File: src/rtl/pipeline_wrapped_nch.sv
// NUM_CH independent pipelines sharing one increment stage through a round-robin arbiter.
// Losing channels stall globally or locally; per-channel flush and a saturating contention counter.
module pipeline_wrapped_nch #(
    parameter int NUM_CH      = 2,
    parameter int DATA_W      = 32,
    parameter int POST_STAGES = 1,
    parameter int STALL_MODE  = 0
) (
    input  logic                     clk,
    input  logic                     reset,
    input  logic [NUM_CH*DATA_W-1:0] in_data,
    input  logic [NUM_CH-1:0]        in_valid,
    input  logic [NUM_CH-1:0]        flush,
    output logic [NUM_CH*DATA_W-1:0] out_data,
    output logic [NUM_CH-1:0]        out_valid,
    output logic [NUM_CH-1:0]        stall,
    output logic [NUM_CH-1:0]        grant,
    output logic [15:0]              conflict_count
);
    localparam int PTR_W = (NUM_CH > 1) ? $clog2(NUM_CH) : 1;

    typedef logic [NUM_CH-1:0][DATA_W-1:0] lane_t;

    function automatic logic [DATA_W-1:0] res_op(input logic [DATA_W-1:0] v);
        return v + DATA_W'(1);
    endfunction

    function automatic logic [15:0] sat_inc16(input logic [15:0] v);
        return (v == 16'hFFFF) ? v : v + 16'd1;
    endfunction

    lane_t             in_lanes;
    logic [NUM_CH-1:0] vld_p0_q, vld_p0_d;
    lane_t             data_p0_q, data_p0_d;
    logic [NUM_CH-1:0] vld_p1_q, vld_p1_d;
    lane_t             data_p1_q, data_p1_d;
    logic [PTR_W-1:0]  rr_ptr_q, rr_ptr_d;
    logic [15:0]       cnt_q, cnt_d;
    logic [NUM_CH-1:0] req, grant_w, lose, stall_w;
    logic [PTR_W-1:0]  win_idx;
    logic              found;
    logic              contend;

    assign in_lanes = in_data;

    // Round robin: scan upward from the channel after the last winner, wrapping.
    always_comb begin
        req     = vld_p0_q & ~flush;
        grant_w = '0;
        win_idx = rr_ptr_q;
        found   = 1'b0;
        for (int k = 1; k <= NUM_CH; k++) begin
            for (int c = 0; c < NUM_CH; c++) begin
                if (!found && req[c] && (c == (int'(rr_ptr_q) + k) % NUM_CH)) begin
                    found      = 1'b1;
                    grant_w[c] = 1'b1;
                    win_idx    = PTR_W'(c);
                end
            end
        end
        contend = ($countones(req) > 1);
    end

    always_comb begin
        lose = req & ~grant_w;
        if (STALL_MODE == 1) begin
            stall_w = lose;
        end else begin
            stall_w = (|lose) ? '1 : '0;
        end
        stall_w = stall_w & ~flush;
    end

    assign stall = stall_w;
    assign grant = grant_w;

    always_comb begin
        vld_p0_d  = vld_p0_q;
        data_p0_d = data_p0_q;
        for (int c = 0; c < NUM_CH; c++) begin
            if (flush[c]) begin
                vld_p0_d[c] = 1'b0;
            end else if (!stall_w[c]) begin
                vld_p0_d[c]  = in_valid[c];
                data_p0_d[c] = in_lanes[c];
            end else if (grant_w[c]) begin
                // Granted but frozen by a global stall: its item moved on, leave a bubble.
                vld_p0_d[c] = 1'b0;
            end
            data_p1_d[c] = res_op(data_p0_q[c]);
        end
        vld_p1_d = grant_w & ~flush;
        rr_ptr_d = found ? win_idx : rr_ptr_q;
        cnt_d    = contend ? sat_inc16(cnt_q) : cnt_q;
    end

    // S0 input registers / S1 resource result / arbiter state
    always_ff @(posedge clk or posedge reset) begin
        if (reset) begin
            vld_p0_q  <= '0;
            data_p0_q <= '0;
            vld_p1_q  <= '0;
            data_p1_q <= '0;
            rr_ptr_q  <= PTR_W'(NUM_CH - 1);
            cnt_q     <= '0;
        end else begin
            vld_p0_q  <= vld_p0_d;
            data_p0_q <= data_p0_d;
            vld_p1_q  <= vld_p1_d;
            data_p1_q <= data_p1_d;
            rr_ptr_q  <= rr_ptr_d;
            cnt_q     <= cnt_d;
        end
    end

    assign conflict_count = cnt_q;

    generate
        if (POST_STAGES > 0) begin : g_post
            logic [NUM_CH-1:0] vld_p2_q  [POST_STAGES];
            lane_t             data_p2_q [POST_STAGES];

            // Post-resource shift stages; flush clears the channel's valid everywhere.
            always_ff @(posedge clk or posedge reset) begin
                if (reset) begin
                    for (int s = 0; s < POST_STAGES; s++) begin
                        vld_p2_q[s]  <= '0;
                        data_p2_q[s] <= '0;
                    end
                end else begin
                    vld_p2_q[0]  <= vld_p1_q & ~flush;
                    data_p2_q[0] <= data_p1_q;
                    for (int s = 1; s < POST_STAGES; s++) begin
                        vld_p2_q[s]  <= vld_p2_q[s-1] & ~flush;
                        data_p2_q[s] <= data_p2_q[s-1];
                    end
                end
            end

            assign out_valid = vld_p2_q[POST_STAGES-1];
            assign out_data  = data_p2_q[POST_STAGES-1];
        end else begin : g_nopost
            assign out_valid = vld_p1_q;
            assign out_data  = data_p1_q;
        end
    endgenerate

endmodule

File: config.mk
export PLATFORM = sky130hd
export DESIGN_NAME = pipeline_wrapped_nch
export DESIGN_NICKNAME = d
export VERILOG_FILES = /design/src/rtl/pipeline_wrapped_nch.sv
export SDC_FILE = /design/constraint.sdc
export NUM_CORES = 1
export LEC_CHECK = 0
export CELL_PAD_IN_SITES_DETAIL_PLACEMENT = 1
export CELL_PAD_IN_SITES_GLOBAL_PLACEMENT = 2
export CORE_MARGIN = 4
export CORE_UTILIZATION = 35
export CTS_CLUSTER_SIZE = 16
export DETAILED_ROUTE_END_ITERATION = 10
export PLACE_DENSITY_LB_ADDON = 0.1
export SYNTH_ARGS = -nofsm -noshare
export SYNTH_HDL_FRONTEND = slang
export SYNTH_SLANG_ARGS = --single-unit
File: constraint.sdc
create_clock -name clk -period 9.2 [get_ports clk]
set_clock_uncertainty 0.2 [all_clocks]
set_input_delay 1.84 -clock clk [delete_from_list [all_inputs] [get_ports clk]]
set_output_delay 1.84 -clock clk [all_outputs]
set_load 0.01 [all_outputs]
==> impl_metrics.csv <==
group,metric,value,unit
worst_setup_path,path_common_cell,"clkdlybuf4s50_1",
route,drc,0,
yosys,synth.area.top_cells,"dfrtp_1 70%, mux2_2 8.1%, xnor2_1 6.2%",
sta,rsz0062_at_grt,"no",
yosys,synthArstFlopShare,100.0,%
power,p_seq_share,46.2,%
worst_setup_path,reg2reg_depth,4,
cts,cts_sinks,215,
sta,fmax,0.1773,GHz
power,finalPower,2.410,mW
sta,tightest_slew,1.077,ns
power,power.density,230.1,nW/µm²
worst_setup_path,critPathSlowestCell,"clkdlybuf4s50_1",
yosys,ys_warn_count,0,
min_path,hold_path_class,"reg -> reg",
cts,post_cts_buffers,0,
finish,area_growth,36.21,%
yosys,synth_cells,539,
route,drt_iter0_markers,108,
floorplanning,row_count,53,
global_route,globalRouteOverflowTotal,0,
yosys,synth_edf_count,0,
cts,max-clock-path-buffers,3,
min_path,hold_depth,0,
run,timing.max_cap.violations,0,
sta,finalSetupTns,0,ns
yosys,yosysUniqueCellTypes,34,
power,ir_drop,113.1,µV
yosys,ys_seq_area_share,69.99,%
floorplanning,die_x,156.2,µm
route,routed_wl,16.42,mm
yosys,synthTopCellsByCount,"214 x dfrtp_1, 55 x mux2_2, 54 x xnor2_1",
power,intPower,1.886,mW
finish,finalNetCount,787,
sta,finalCritPeriodShare,61.31,%
route,wl_per_cell,16.32,µm
cts,cts-root-buf,"clkbuf_16",
cts,cts_buffers,24,
floorplanning,coreArea,21290,µm²
global_route,grt_pass1_wl,27.01,mm
power,pwr-share-comb,10.0,%
cts,cts_tree,"yes",
worst_setup_path,cp_max_fo,7,
finish,antenna_cells,0,
place,portBuffers,155,
yosys,ys_seq_elements,215,
floorplanning,start_util,36.12,%
floorplanning,io_pins,156,
place,hpwl,11.51,mm
sta,slew_headroom,28.22,%
worst_setup_path,cp-end-kind,"primary output",
sta,slew_viol_final,0,
route,dr.pass1.iters,3,
worst_setup_path,path_cells,"clkdlybuf4s50_1, nand4bb_1, inv_1, clkdlybuf4s50_1",
place,gp_congestion,0.7889,
cts,insertion_delay,0.50,ns
sta,fin_crit,5.641,ns
worst_setup_path,critPathRequiredTime,7.16,ns
yosys,yosysTopAreaCell,"dfrtp_1",
worst_setup_path,worst-setup-path-type,"in -> out",
route,drtAntennaViolNets,0,
global_route,grt_max_degree,129,
yosys,synth_area,7689,µm²
route,via_per_inst,4.588,
cts,clkSlewWorstSetupHoldPaths,0.06,ns
cts,ctsHoldBuffers,0,
yosys,yosysMostFrequentCell,"dfrtp_1",
yosys,ys.flop_type,"dfrtp_1",
power,p_leak,4.416,nW
floorplanning,die_h,156.2,µm
cts,ctsHtreeMaxLevel,1,
status,status,"finished clean",
power,swShare,21.73,%
worst_setup_path,cp_slowest_stage_delay,0.60,ns
worst_setup_path,arrival,3.60,ns
power,p_clk_share,43.8,%
sta,setup_viol,0,
yosys,synth_fp_nets,612,
global_route,grt_pass1_vias,4991,
global_route,grt_usage,13.69,%
power,p_sw,0.5236,mW
cts,cts_resized,0,
yosys,synth_top_area_share,69.65,%
global_route,grt_antenna_before_repair,2,
floorplanning,dieArea,24400,µm²
worst_setup_path,worst_setup_path_start_kind,"primary input",
finish,drive_above_1_share,14.50,%
sta,finalHoldViolations,0,
route,vias,4616,
yosys,syn_avg_cell_area,14.26,µm²
[registers in the layout, summed over array words and instances, names as in the netlist]
register and cells:
conflict_count 16, vld_p0_q 2, data_p0_q 64, out_valid 2, data_p1_q 64, out_data 64
vld_p1_q 2, rr_ptr_q 1
[power by group through the flow]
stage                     Clock, mW  Sequential [mW]  Combinational (mW)
after detailed placement          0             1.13               0.248
after global placement            0             1.12               0.244
after CTS                      1.10             1.11               0.250
after floorplan                   0             1.13              0.0929
final                          1.06             1.11               0.242
after global routing           1.14             1.13               0.265
[critical path: cells and delay by family]
family / cells / cell delay, ns
and+or+nand+nor: 1 / 0.33
buffers and inverters: 3 / 1.43
[worst paths after layout]
kind	slack [ns]	endpoint	from
max in group asynchronous	5.42	out_data[37]	reset
max reg2reg	6.83	data_p0_q[28]	vld_p0_q[0]
min in group asynchronous	1.74	data_p0_q[17]	reset
min reg2reg	0.14	out_data[35]	data_p1_q[35]
max	3.56	stall[0]	flush[0]
min	0.14	out_data[35]	data_p1_q[35]
[metal layers]
metal  track usage (%)  routed length (µm)
met1             18.00                6946
met2             22.17                7917
met3             4.287                1210
met4             3.678                 314
met5                 0                  34
[cells by family after synthesis]
family	count (synthesis)	synth area share [%]
buffers and inverters	21	1.107
AND/OR/NAND/NOR	154	10.59
XOR/XNOR	74	8.430
flip-flops	215	69.99
multiplexers	56	8.202
AO/OA/AOI/OAI	16	1.188
adder cells (fa/ha/maj)	3	0.4883
[per-stage QoR]
step	util, %	std cells	hold slack, ns	worst slack (ns)	area (µm²)
after floorplan	-	539	0.1312	1.282	7689
after global placement	44.99	963	0.1316	3.593	9577
after detailed placement	44.99	963	0.1355	3.528	9577
after CTS	49.20	1006	0.1423	3.523	10470
after global routing	49.20	1006	0.1461	3.389	10470
final	49.20	1006	0.1409	3.559	10470
[cells in the final DEF (no fill, tap or decap), types with 13 or more instances in the layout]
cell / synthesis / layout
dfrtp_1: 214 / 214
mux2_2: 55 / 55
nand4_1: 20 / 20
xnor2_1: 54 / 54
clkbuf_16: 0 / 25
nand3_1: 27 / 27
xor2_1: 20 / 20
clkdlybuf4s50_1: 0 / 155
nand2_1: 41 / 41
nor2_1: 23 / 23
inv_1: 14 / 13
[area by class of cell]
class                   instances  area, µm²
fillers                      2124      10810
flip-flops and latches        215       5381
multi-input cells             303       2232
repair buffers                156       1559
clock buffers                  33      695.7
well taps                     275      344.1
clock inverters                10      200.2
inverters                      14      60.06
Power figures use the tool's default switching activity.
